==> src/rtl/gray_pkg.sv <==
// Shared definitions for the Gray-code sequencer: FSM state encoding,
// the binary-to-Gray conversion function and the dwell-counter sizing rule.
package gray_pkg;

    // Widest code the conversion function handles; WIDTH must not exceed it.
    localparam int unsigned GRAY_MAX_W = 32;

    // Sequencer is either waiting for a start or stepping through codes.
    typedef enum logic {
        ST_IDLE = 1'b0,
        ST_RUN  = 1'b1
    } state_t;

    // Reflected binary Gray code: each bit is the XOR of a binary bit and
    // its left neighbour, so successive indices differ in one code bit.
    function automatic logic [GRAY_MAX_W-1:0] bin_to_gray(
        input logic [GRAY_MAX_W-1:0] bin
    );
        return bin ^ (bin >> 1);
    endfunction

    // Dwell counter counts 0..DWELL-1; a single bit is kept even for DWELL=1
    // so the counter never collapses to a zero-width vector.
    function automatic int unsigned dwell_cnt_width(input int unsigned dwell);
        return (dwell <= 1) ? 1 : $clog2(dwell);
    endfunction

endpackage : gray_pkg

==> src/rtl/bin2gray.sv <==
// Purely combinational binary-to-Gray converter, WIDTH bits wide.
module bin2gray
    import gray_pkg::*;
#(
    parameter int unsigned WIDTH = 3
) (
    input  logic [WIDTH-1:0] i_bin,
    output logic [WIDTH-1:0] o_gray
);

    // Widen into the package function, then keep the low WIDTH bits; the
    // upper bits of the widened input are zero so they add nothing.
    assign o_gray = WIDTH'(bin_to_gray(GRAY_MAX_W'(i_bin)));

endmodule : bin2gray

==> src/rtl/gray_sequencer.sv <==
// Gray-code sequencer: after start, walks the 2^WIDTH Gray codes in
// ascending or descending index order, holding each code for DWELL cycles.
// One-shot runs stop when the index wraps back to 0; continuous runs keep
// wrapping. stop aborts a run and freezes the current code.
module gray_sequencer
    import gray_pkg::*;
#(
    parameter int unsigned WIDTH = 3,
    parameter int unsigned DWELL = 50
) (
    input  logic             clk,
    input  logic             rst,
    input  logic             start,
    input  logic             stop,
    input  logic             dir,
    input  logic             mode,
    output logic [WIDTH-1:0] code,
    output logic [WIDTH-1:0] index,
    output logic             step,
    output logic             busy,
    output logic             done
);

    localparam int unsigned      CNT_W     = dwell_cnt_width(DWELL);
    localparam logic [CNT_W-1:0] CNT_LAST  = CNT_W'(DWELL - 1);
    localparam logic [CNT_W-1:0] CNT_ONE   = CNT_W'(1);
    localparam logic [WIDTH-1:0] INDEX_ONE = WIDTH'(1);

    // Architectural state.
    state_t           r_state;
    logic [WIDTH-1:0] r_index;
    logic [WIDTH-1:0] r_code;
    logic [CNT_W-1:0] r_cnt;
    logic             r_dir;
    logic             r_mode;
    logic             r_step;
    logic             r_busy;
    logic             r_done;

    // Next-code datapath.
    logic [WIDTH-1:0] w_next_index;
    logic [WIDTH-1:0] w_next_code;
    logic             w_dwell_end;
    logic             w_wrap;

    // Decide where the index goes next and whether the current dwell is over.
    always_comb begin
        w_dwell_end  = (r_cnt == CNT_LAST);
        w_next_index = r_dir ? (r_index - INDEX_ONE) : (r_index + INDEX_ONE);
        w_wrap       = (w_next_index == '0);
    end

    // The code for the next index is computed here and registered in the
    // same update as the index, so the two outputs can never disagree.
    bin2gray #(
        .WIDTH (WIDTH)
    ) u_bin2gray (
        .i_bin  (w_next_index),
        .o_gray (w_next_code)
    );

    // Single-process FSM: state, counters and all outputs are registered.
    always_ff @(posedge clk) begin
        if (rst) begin
            // NOTE: reset is synchronous, so it lives inside the clocked
            // branch and clk alone appears in the sensitivity list.
            r_state <= ST_IDLE;
            r_index <= '0;
            r_code  <= '0;
            r_cnt   <= '0;
            r_dir   <= 1'b0;
            r_mode  <= 1'b0;
            r_step  <= 1'b0;
            r_busy  <= 1'b0;
            r_done  <= 1'b0;
        end else begin
            // NOTE: pulses default low every cycle and are raised only on
            // the edge that produces them, giving exactly one-cycle pulses.
            r_step <= 1'b0;
            r_done <= 1'b0;

            case (r_state)
                ST_IDLE: begin
                    // stop outranks start: both high means no run begins.
                    if (start && !stop) begin
                        r_dir   <= dir;
                        r_mode  <= mode;
                        r_index <= '0;
                        r_code  <= '0;
                        r_cnt   <= '0;
                        r_busy  <= 1'b1;
                        r_state <= ST_RUN;
                    end
                end

                ST_RUN: begin
                    if (stop) begin
                        // Abort: code/index freeze where they are, no pulses.
                        r_cnt   <= '0;
                        r_busy  <= 1'b0;
                        r_state <= ST_IDLE;
                    end else if (w_dwell_end) begin
                        r_cnt   <= '0;
                        r_index <= w_next_index;
                        r_code  <= w_next_code;
                        r_step  <= 1'b1;
                        if (w_wrap) begin
                            r_done <= 1'b1;
                            // One-shot ends on the wrap edge with code 0 shown.
                            if (!r_mode) begin
                                r_busy  <= 1'b0;
                                r_state <= ST_IDLE;
                            end
                        end
                    end else begin
                        r_cnt <= r_cnt + CNT_ONE;
                    end
                end

                default: begin
                    r_busy  <= 1'b0;
                    r_state <= ST_IDLE;
                end
            endcase
        end
    end

    assign code  = r_code;
    assign index = r_index;
    assign step  = r_step;
    assign busy  = r_busy;
    assign done  = r_done;

endmodule : gray_sequencer
==> config.mk <==
export PLATFORM = sky130hd
export DESIGN_NAME = gray_sequencer
export DESIGN_NICKNAME = d
export VERILOG_FILES = /design/src/rtl/gray_pkg.sv /design/src/rtl/bin2gray.sv /design/src/rtl/gray_sequencer.sv
export SDC_FILE = /design/constraint.sdc
export NUM_CORES = 1
export LEC_CHECK = 0
export CORE_MARGIN = 8
export CORE_UTILIZATION = 51
export CTS_CLUSTER_SIZE = 8
export DETAILED_ROUTE_END_ITERATION = 8
export GPL_TIMING_DRIVEN = 0
export PLACE_DENSITY_LB_ADDON = 0.3
export SLEW_MARGIN = 20
export SYNTH_ARGS = -nofsm -noshare
export SYNTH_HDL_FRONTEND = slang
export SYNTH_HIERARCHICAL = 1
export SYNTH_SLANG_ARGS = --single-unit
==> constraint.sdc <==
create_clock -name clk -period 1.8 [get_ports clk]
set_input_delay 0.36 -clock clk [delete_from_list [all_inputs] [get_ports clk]]
set_output_delay 0.36 -clock clk [all_outputs]
set_load 0.05 [all_outputs]
==> results.cfg, run 1 <==
[placed_design]
post-dp-hpwl_microns = 1440
place.port_buffers = 14
placed_cells_incl_taps = 144
placement.cell_area_sq_um = 1130
pre_cts_ws_ns = -0.254
place.gp.congestion = 0.852

[setup_path]
worst-endpoint-required_ns = 1.44
critical_path.cell_chain = clkdlybuf4s50_1
slowest_stage = clkdlybuf4s50_1
worst_path_arrival_time_ns = 1.40
cp-end-kind = primary output
setup.worst_path.start_class = register
critical-path-top-delay-family = buffers and inverters
timing.setup.critical_path_class = reg2out
worstPathMaxFanout = 1
timing.critical_path.slowest_cell_delay_ns = 0.79
timing.critical_path.buf_inv = 1

[power_and_ir_drop]
cellLeakagePower_nw = 0.440
power.density_nw_per_um2 = 585
power.ir.vdd_worst_v = 0.000403

[sta]
slew_headroom_pct = 67.0
layout_min_cycle_time_ns = 1.76
period_share_pct = 97.6
unrepaired_setup_endpoints_after_global_routing = false
final.setup_skew_ns = 0.00285
postLayoutSetupSlackWorst_ns = 0.0439
slew_viol_final = 0
final.setup.tns_ns = 0
hold_viol = 0
highest_attainable_clock_frequency_mhz = 569
setup_viol_count_final = 0
tightestPinTransition_ns = 0.494

[synthesis]
syn_inst = 105
yosys_register_bits = 18
synthesis.yosys.warnings = 6
compound_cell_area_share_of_the_yosys_netlist_pct = 19.5
synth-xor-area-share_pct = 4.31
synth_sequential_area_ratio_pct = 37.6
synth_simple_gate_area_share_pct = 24.3
avgSynthCellArea_sq_um = 9.13
cell_variety_after_synth = 35
async_flop_share_pct = 0
synth-edff-count = 0
post-synth-top-area-fraction_pct = 37.6
synth_top_family_by_area = simple AND/OR/NAND/NOR gates
cells_taking_the_most_area_after_synthesis = dfxtp_1 38%, o211ai_1 5.5%, ha_1 5.2%, nand3_1 5.2%, a21oi_1 4.2%
yosys_most_used_dff = dfxtp_1
syn_nets = 116
synth_area_sq_um = 958
synth_top_cell_by_area = dfxtp_1
synth_fa_ha_area_share_pct = 7.31
post_synth_mux_area_share_pct = 1.17

[die]
die_x_microns = 59.4
num_rows = 15
floorplan.die_area_sq_um = 3520
start_util_pct = 54.9
io_pins = 15
floorplan.die.height_microns = 59.4
core_sq_um = 1750

[cts]
clock_latency_ns = 0.29
tritoncts = done
post_cts.repair.setup_buffers = 0
cts_hold_repair.buffers = 0
clk_pin_slew_ns = 0.10
clkSinkCount = 18
clockBufferDepth = 2
cts_buffer_count = 3
clock-root-buffer = clkbuf_4
htreeDepth = 1

[cells_and_area]
finish.utilization_pct = 66.0
finalNonFillerCells = 146
area_growth_syn_to_layout_pct = 20.2
fillers = 143
drive_above_1_share_pct = 9.92
multi_input_logic_area_sq_um = 551
finish.instance_area_sq_um = 1150
area.sequential_sq_um = 362
number_of_diodes = 0
finalNetCount = 134

[global_routing]
pin_count_of_the_biggest_net_entering_global_routing = 11
antenna_found_initial = 0
grt_pass1_wl_microns = 3350
grt.total_usage_pct = 12.1
grt_overflow = 0
number_of_global_route_vias_before_repair = 765

[drt]
initial_detailed_routing_violation_count = 20
routed-via-count = 830
antenna_left = 0
drc_errors = 0
via_per_inst = 5.68
route.final.wire_length_microns = 1930
drt_first_pass_iters = 4
wire_per_inst_microns = 13.2

[worst_hold_path]
hp-class = in2reg

[flow_run]
drv_cap = 0

[run_status]
outcome = finished, final reports clean
## kinds of logic after synthesis
family | after synthesis
flip-flops | 18
multiplexers | 1
buffers and inverters | 13
AO/OA/AOI/OAI | 28
adder cells (fa/ha/maj) | 5
AND/OR/NAND/NOR | 37
XOR/XNOR | 3
## final timing paths
path                            startpoint  endpoint  slack (ns)  depth (start not counted)
worst min register to register      r_mode    r_mode        0.47                          2
worst max register to register    index[0]   r_state        0.11                          4
worst min-delay path                   rst   r_state        0.46                          4
worst max-delay path                  done      done        0.04                          1
## layout make-up
cell class	count	share of cell area, %
inverters	5	1.63
flip-flops and latches	18	31.4
multi-input cells	74	47.8
repair buffers	14	11.6
clock buffers	3	1.95
plain buffers	7	2.93
well taps	25	2.71
## where the power goes
part | internal [mW] | total, mW | switching (mW) | leakage, nW
Sequential | 0.403 | 0.408 | 0.00406 | 0.146
Clock | 0.0778 | 0.199 | 0.122 | 0.0138
Combinational | 0.0305 | 0.0667 | 0.0362 | 0.281
## state kept, by name, indices dropped and copies added, names as in the netlist
signal / flops
r_state: 1
done: 1
index: 3
r_dir: 1
code: 3
r_cnt: 6
busy: 1
step: 1
r_mode: 1
## per-layer routing
| metal | up-vias | track usage, % | share of wire (%) |
|---|---|---|---|
| met4 | 0 | 5.12 | 1.2 |
| li1 | 418 | - | - |
| met1 | 377 | 15.2 | 48 |
| met3 | 4 | 4.12 | 6.8 |
| met2 | 31 | 18.2 | 44 |
| met5 | - | 0 | 0 |
## synthesized netlist by cell type (all sizes together), types with 3 or more instances
library cell / instances
nand4b: 3
nand3: 10
ha: 4
inv: 5
or3b: 3
a21oi: 8
nor2b: 3
a31oi: 4
dfxtp: 18
clkbuf: 4
nand2: 6
o211ai: 7
buf: 4
nor3: 3
## layout by cell type (no fill, tap or decap), types with 2 or more instances in the layout
master	Yosys	routed
a21oi_1	8	8
a31oi_1	4	4
buf_2	3	3
clkbuf_1	4	3
clkbuf_4	0	3
clkdlybuf4s50_1	0	6
dfxtp_1	18	17
dlygate4sd2_1	0	7
ha_1	4	4
inv_1	5	5
nand2_1	6	6
nand3_1	10	10
nand4b_1	3	3
nor2b_1	3	3
nor3_1	3	3
o211ai_1	7	7
o21ai_0	2	2
o21bai_1	2	2
or3b_1	2	2
or4_1	2	2
xor2_1	2	2
## stage by stage
stage / total power, mW / hold slack [ns]
6_report: 0.674 / 0.457
5_1_grt: 0.696 / 0.499
4_1_cts: 0.679 / 0.477
3_5_place_dp: 0.485 / 0.458
3_3_place_gp: 0.483 / 0.447
2_1_floorplan: 0.460 / 0.436
## what timing repair did
| action | CTS | global route |
|---|---|---|
| setup endpoints to repair | 7 | 10 |
| gates cloned | 0 | 0 |
| resized for setup | 7 | 2 |
| pin swaps | 0 | 0 |
No activity file was read; power rests on OpenSTA's default activity.
==> inputs of run 2 (changes only) <==
CORE_ASPECT_RATIO = 0.9   (was not set)
GPL_ROUTABILITY_DRIVEN = 0   (was not set)
==> run 2 against run 1 <==
Register-to-register slack about the same. Sequential cell count unchanged. Count of clock-buffer cells in the layout unchanged. Combinational power increased by 2%. First-iteration DRC count increased by 25%. Worst setup slack improved by 0.077 ns. Design area increased by 0.43%. Clock power about the same. Global-route usage increased by 0.63 points. Critical endpoint is now busy.
==> results.cfg, run 2 (synthesis gave the netlist of run 1 again) <==
[die]
start_util_pct = 52.1
floorplan.die.height_microns = 57.1
io_pins = 15
core_sq_um = 1840
floorplan.die_area_sq_um = 3520
num_rows = 15
die_x_microns = 61.7

[worst_hold_path]
hp-class = reg2reg
worstHoldStart = r_mode
whs_path_depth = 2
hold_path_end = r_mode

[power_and_ir_drop]
cellLeakagePower_nw = 0.478
comb_power_share_pct = 10.1
sequential_fraction_of_design_power_pct = 60.3
share_of_total_power_consumed_by_net_switching_pct = 24.4
netSwitchingPower_uw = 165
clkPwrFrac_pct = 29.7
internal_power_uw = 512
power.ir.vdd_worst_v = 0.000518
power.density_nw_per_um2 = 585

[sta]
layout_min_cycle_time_ns = 1.68
setup_viol_count_final = 0
hold_viol = 0
slew_headroom_pct = 66.0
slew_viol_final = 0
unrepaired_setup_endpoints_after_global_routing = false
period_share_pct = 93.3
tightestPinTransition_ns = 0.509
highest_attainable_clock_frequency_mhz = 596
final.setup.tns_ns = 0
postLayoutSetupSlackWorst_ns = 0.121
final.setup_skew_ns = 0.00263

[drt]
initial_detailed_routing_violation_count = 25
drt_first_pass_iters = 4
drc_errors = 0
routed-via-count = 836
route.final.wire_length_microns = 2040
wire_per_inst_microns = 14.0
antenna_left = 0
via_per_inst = 5.73

[cts]
clockBufferDepth = 2
clkSinkCount = 18
cts_buffer_count = 3
clock_latency_ns = 0.29
cts_hold_repair.buffers = 0
clock-root-buffer = clkbuf_4
htreeDepth = 1
clk_pin_slew_ns = 0.10
tritoncts = done

[global_routing]
number_of_global_route_vias_before_repair = 779
grt.total_usage_pct = 12.7
grt_overflow = 0
pin_count_of_the_biggest_net_entering_global_routing = 11
antenna_found_initial = 0
grt_pass1_wl_microns = 3480

[setup_path]
ff2ff_path_depth = 4
worst-endpoint-required_ns = 1.98
worstPathMaxFanout = 5
setup.worst_path.start_class = register
cp-end-kind = register
worst_r2r_endpoint = busy
timing.setup.critical_path_class = reg2reg
ff2ff_setup_slack_ns = 0.12
worst_path_arrival_time_ns = 1.86
critical_path.cell_chain = fa_1, xor3_1, nor4_4, a31oi_1
slowest_stage = fa_1
crit_path_start = index[0]
r2r_start = index[0]
timing.critical_path.slowest_cell_delay_ns = 0.43

[cells_and_area]
final_common_cell = dfxtp_1
top_register = r_cnt
finish.instance_area_sq_um = 1160
number_of_diodes = 0
fillers = 181
finalNetCount = 134
largest_register_ffs = 6
final_cell_mix = 17 x dfxtp_1, 10 x nand3_1, 8 x a21oi_1
finalNonFillerCells = 146
finish.utilization_pct = 62.9
area_growth_syn_to_layout_pct = 20.8
drive_above_1_share_pct = 9.92

[placed_design]
post-dp-hpwl_microns = 1530
pre_cts_ws_ns = -0.299
placed_cells_incl_taps = 144
placement.cell_area_sq_um = 1130
place.port_buffers = 14

[flow_run]
drv_cap = 0

[run_status]
outcome = finished, final reports clean
run 2: what timing repair did:
item	CTS	global route
buffers inserted	0	0
cloned	0	0
endpoints found under the setup margin	7	14
gates resized for setup	7	4
run 2: layout make-up:
type | instances | area [sq um] | share of cell area (%)
well taps | 25 | 31.3 | 2.70
repair buffers | 14 | 139 | 12.0
inverters | 5 | 18.8 | 1.62
clock buffers | 3 | 22.5 | 1.95
flip-flops and latches | 18 | 362 | 31.2
multi-input cells | 74 | 551 | 47.6
plain buffers | 7 | 33.8 | 2.92
run 2: how the worst max path moves through the flow:
stage / end / slack, ns / cells past startpoint
floorplan: r_state / 0.02 / 4
detailed placement: r_cnt[5] / -0.30 / 5
global route: r_cnt[5] / 0.02 / 5
finish: busy / 0.12 / 4
CTS: r_cnt[5] / 0.01 / 5
global placement: r_cnt[5] / -0.23 / 5
run 2: through the flow:
step | hold WS, ns | power (mW)
floorplan | 0.436 | 0.460
global placement | 0.447 | 0.484
detailed placement | 0.452 | 0.486
CTS | 0.467 | 0.682
global route | 0.498 | 0.701
finish | 0.460 | 0.677
run 2: worst max-delay path, delay by kind of cell (launching register included):
kind / cells / cell delay (ns)
and+or+nand+nor: 1 / 0.35
adders and majority gates: 1 / 0.43
AOI/OAI and AO/OA: 1 / 0.12
DFF: 1 / 0.36
xor gates and xnor gates: 1 / 0.30
run 2: layer usage:
metal  global-route usage, %  wire length, microns
met1                    16.7                   992
met2                    19.5                   925
met3                    3.36                    99
met4                    3.90                    21
met5                       0                     0
run 2: power by group through the flow:
| stage | clock network [mW] | registers (mW) | logic [mW] |
|---|---|---|---|
| 2_1_floorplan | 0 | 0.421 | 0.0387 |
| 3_3_place_gp | 0 | 0.417 | 0.0671 |
| 3_5_place_dp | 0 | 0.417 | 0.0690 |
| 4_1_cts | 0.206 | 0.408 | 0.0683 |
| 5_1_grt | 0.218 | 0.409 | 0.0749 |
| 6_report | 0.201 | 0.408 | 0.0682 |
==> patch 1: new RTL, config.mk and constraints of run 1 <==
`DWELL`: 50 -> 100.
--- a/src/rtl/gray_sequencer.sv
+++ b/src/rtl/gray_sequencer.sv
@@ -8,3 +8,3 @@
     parameter int unsigned WIDTH = 3,
-    parameter int unsigned DWELL = 50
+    parameter int unsigned DWELL = 100
 ) (
Formal check against the unedited RTL: no difference found for any inputs over 10 cycles, from zero or initial values and one cycle with rst high; that may be too few to reach the edited logic, so the function may still have changed.
==> patch 1 against run 1 <==
Die area fell by 3.4%; hold slack improved by 0.014 ns; synthesized cell count down 5.7%; setup slack lost 0.0039 ns; total power up 5.5%; final cell count decreased by 2.7%; area after synthesis shrank 4.7%; final area fell by 3.9%; clock skew about the same; global-route usage shrank 1.6 points; sequential cell count rose by 1; wire length fell by 8.2%; largest cell class unchanged; largest power group unchanged; highest routed layer unchanged.
==> patch 1: results (changes against run 1) <==
- Nets: 128 (-4.5%)
- Non-clock buffer count: 19 (-9.5%)
- 1st-iter DRT viols: 12 (-40%)
- Routed wl met3: 104 um (-21%)
- Static leakage: 0.000494 uW (+12%)
- Compound-Gate Fraction of Synth Area: 13.3% (-6.2 points)
- Largest register FFs: 7 (+1)
- Post_cts resized: 6 (-1)
- Non-clock inverters: 3 (-2)
- Non-clock buffer share of cell area: 15.3% (+0.70 points)
- Reg2Reg Capture Point: code[1]
- Total GRT Usage: 10.5% (-1.6 points)
- Dpl hpwl: 1310 um (-8.7%)
- Initial antenna violation count: 0 (unchanged)
- Hold crit path type: flop to flop
- Pre-CTS WS: -0.143 ns (+0.111 ns)
- Fraction of area in multi-input gates: 44.0% (-3.8 points)
- DR WL met2: 808 um (-5.5%)
- CTS Buf Count: 3 (unchanged)
- Start point of the worst hold path: code[1]
- Worst slew pin tran: 0.506 ns (+0.0124 ns)
- Fill cells: 139 (-2.8%)
- Register area share after synthesis: 41.6% (+4.0 points)
- Grt met2 use: 16.9% (-1.3 points)
- Reg2Reg Setup Slack: 0.16 ns (+0.05 ns)
- Share of cells above drive strength 1: 11.1% (+1.2 points)
- Met1 Routed Length: 848 um (-8.0%)
- Seq. cell area: 382 um^2 (+5.5%)
- Cells taking the most area after synthesis: dfxtp_1 (42%), xor2_1 (6.7%), nand3_1 (6.0%)
- Outcome: completed
- RePlAce Congestion: 0.802 (-5.8%)
- Multi-In Gates: 72 (-2.7%)
- Hold depth: 2 (-2)
- Synth unique cells: 31 (-11%)
- Met3 global-route usage: 4.13% (+0.0090 points)
- CP peak stage delay: 0.79 ns (about the same)
- VDD IR max: 413 uV (+2.5%)
- Crit path from: step
- Synth Area in Adders: 6.30% (-1.0 points)
- Top cells by count, synth: dfxtp_1 (19), nor2_1 (13), nand3_1 (11), a21oi_1 (9), xor2_1 (7)
- YS warnings: 6 (unchanged)
- Xor and xnor fraction of the mapped netlist area: 9.18% (+4.9 points)
- Final-layout clock buffer total: 4 (+1)
- Clk_skew: 0.00243 ns (-0.000417 ns)
- Clock-cell share: 2.37% (+0.42 points)
- Crit share post-route: 97.8% (+0.22 points)
- Hold worst-path end: code[1]
- Mux cell area share after synthesis: 2.19% (+1.0 points)
- Routing usage on met1: 12.2% (-3.0 points)
- TritonCTS Sinks: 19 (+1)
- Mapped Nets: 109 (-6.0%)
- Reg2Reg Depth: 6 (+2)
- Crit path capture: step
- First-pass GRT wire length: 2860 um (-15%)
- Total wire length: 1780 um (-8.2%)
- Vias: 740 (-11%)
- Vias in the first global route: 668 (-13%)
patch 1: worst register-to-register path: cells and delay by family, from the launching register on:
| kind | cells | cell delay [ns] |
|---|---|---|
| buffers and inverters | 1 | 0.12 |
| AOI/OAI and AO/OA | 1 | 0.12 |
| and+or+nand+nor | 1 | 0.09 |
| DFF | 1 | 0.38 |
| adders and majority gates | 1 | 0.44 |
| xor gates and xnor gates | 2 | 0.44 |
patch 1: per-stage QoR:
| step | power, uW | cells | cell area [um^2] | hold WS, ns |
|---|---|---|---|---|
| floorplan | 483 | 99 | 915 | 0.429 |
| global placement | 507 | 138 | 1090 | 0.454 |
| detailed placement | 509 | 138 | 1090 | 0.461 |
| CTS | 715 | 142 | 1100 | 0.475 |
| global route | 735 | 142 | 1110 | 0.506 |
| finish | 711 | 142 | 1110 | 0.471 |
patch 1: power by group:
part / internal (uW) / switching (uW)
clock: 86.1 / 127
combinational: 29.6 / 37.5
sequential: 426 / 5.05
total: 542 / 170
==> patch 2: new RTL, settings of run 1 <==
Without the edit above. Put one more register stage on the output `index`. The value now appears one clock later. The other outputs are not delayed to match. Comments in the files are not updated.
--- a/src/rtl/gray_sequencer.sv
+++ b/src/rtl/gray_sequencer.sv
@@ -128,3 +128,5 @@
     assign code  = r_code;
-    assign index = r_index;
+    always_ff @(posedge clk) begin
+        index <= r_index;
+    end
     assign step  = r_step;
Function: no difference found for any inputs over 10 cycles, from zero or initial values and one cycle with rst high; that may be too few to reach the edited logic, so the function may still have changed.
==> patch 2 against run 1 <==
Final cell count up 4.8%; area after synthesis grew 6.3%; sequential cell count up 3; synthesized cell count rose by 2.9%; final area grew 6.1%; core utilization shrank 2.4 points; non-clock buffer count up 1; setup slack improved by 0.031 ns; wire length up 8.3%; combinational power rose by 2%; register-to-register slack got worse by 0.02 ns; total power grew 13%; critical path depth is 5 higher; critical path type is now primary input to flop; largest cell class unchanged; largest power group unchanged.
==> patch 2: results (changes against run 1) <==
- Met1 Routed Length: 963 um (+4.4%)
- CP arrival: 1.91 ns (+0.51 ns)
- Hold worst-path end: index[2]
- Register area share after synthesis: 41.3% (+3.7 points)
- Pre-CTS WS: -0.270 ns (-0.0163 ns)
- Fraction of area in multi-input gates: 45.0% (-2.7 points)
- Vias in the first global route: 797 (+4.2%)
- Mapped Nets: 119 (+2.6%)
- Clock-cell share: 2.15% (+0.20 points)
- RePlAce Congestion: 0.861 (+1.1%)
- Total GRT Usage: 12.3% (+0.22 points)
- DR WL met2: 958 um (+12%)
- Met3 global-route usage: 3.81% (-0.31 points)
- Drt wl/cell: 13.7 um (+3.3%)
- Reg2Reg Setup Slack: 0.09 ns (-0.02 ns)
- Start point of the worst hold path: r_index[2]
- Slew HR: 66.5% (-0.52 points)
- Core Rows: 16 (+1)
- Routing usage on met1: 14.7% (-0.52 points)
- Outcome: completed
- Sequential cell area share: 34.4% (+3.0 points)
- Nets: 138 (+3.0%)
- RR Startpoint: r_index[0]
- Top cells by count, synth: dfxtp_1 (21), nand3_1 (10), a21oi_1 (8), o211ai_1 (7), nand2_1 (6)
- First-pass GRT wire length: 3470 um (+3.5%)
- Hold crit path type: flop to flop
- 1st-iter DRT viols: 29 (+45%)
- Crit-path slowest cell: or3b_2
- TritonCTS Sinks: 21 (+3)
- Static leakage: 0.000490 uW (+11%)
- Final-layout clock buffer total: 4 (+1)
- Hold depth: 0 (-4)
-- patch 2: worst max-delay path by stage --
stage                          start         end  depth (start not counted)
after floorplan           r_index[0]     r_state                          4
after global placement           rst    r_cnt[5]                          5
after detailed placement         rst    r_cnt[5]                          5
after CTS                       step        step                          1
after global routing      r_index[0]        done                          4
final                           stop  r_index[0]                          6
-- patch 2: kinds of logic after synthesis --
logic type / after synthesis
DFF: 21
muxes: 1
AOI/OAI and AO/OA: 28
buffers and inverters: 13
xor gates and xnor gates: 3
adders and majority gates: 5
and+or+nand+nor: 37
-- patch 2: what timing repair did --
action                                 CTS  global route
pin swaps                                0             0
resized for setup                        8             3
hold buffers                             0             0
setup endpoints to repair                8             5
buffers inserted                         0             0
endpoints found under the hold margin    0             0
-- patch 2: power by group --
group | internal, uW | switching, uW | leakage [uW] | total (uW)
combinational | 30.9 | 37.3 | 0.000305 | 68.2
sequential | 470 | 4.28 | 0.000170 | 474
clock | 86.5 | 135 | 0.0000150 | 222
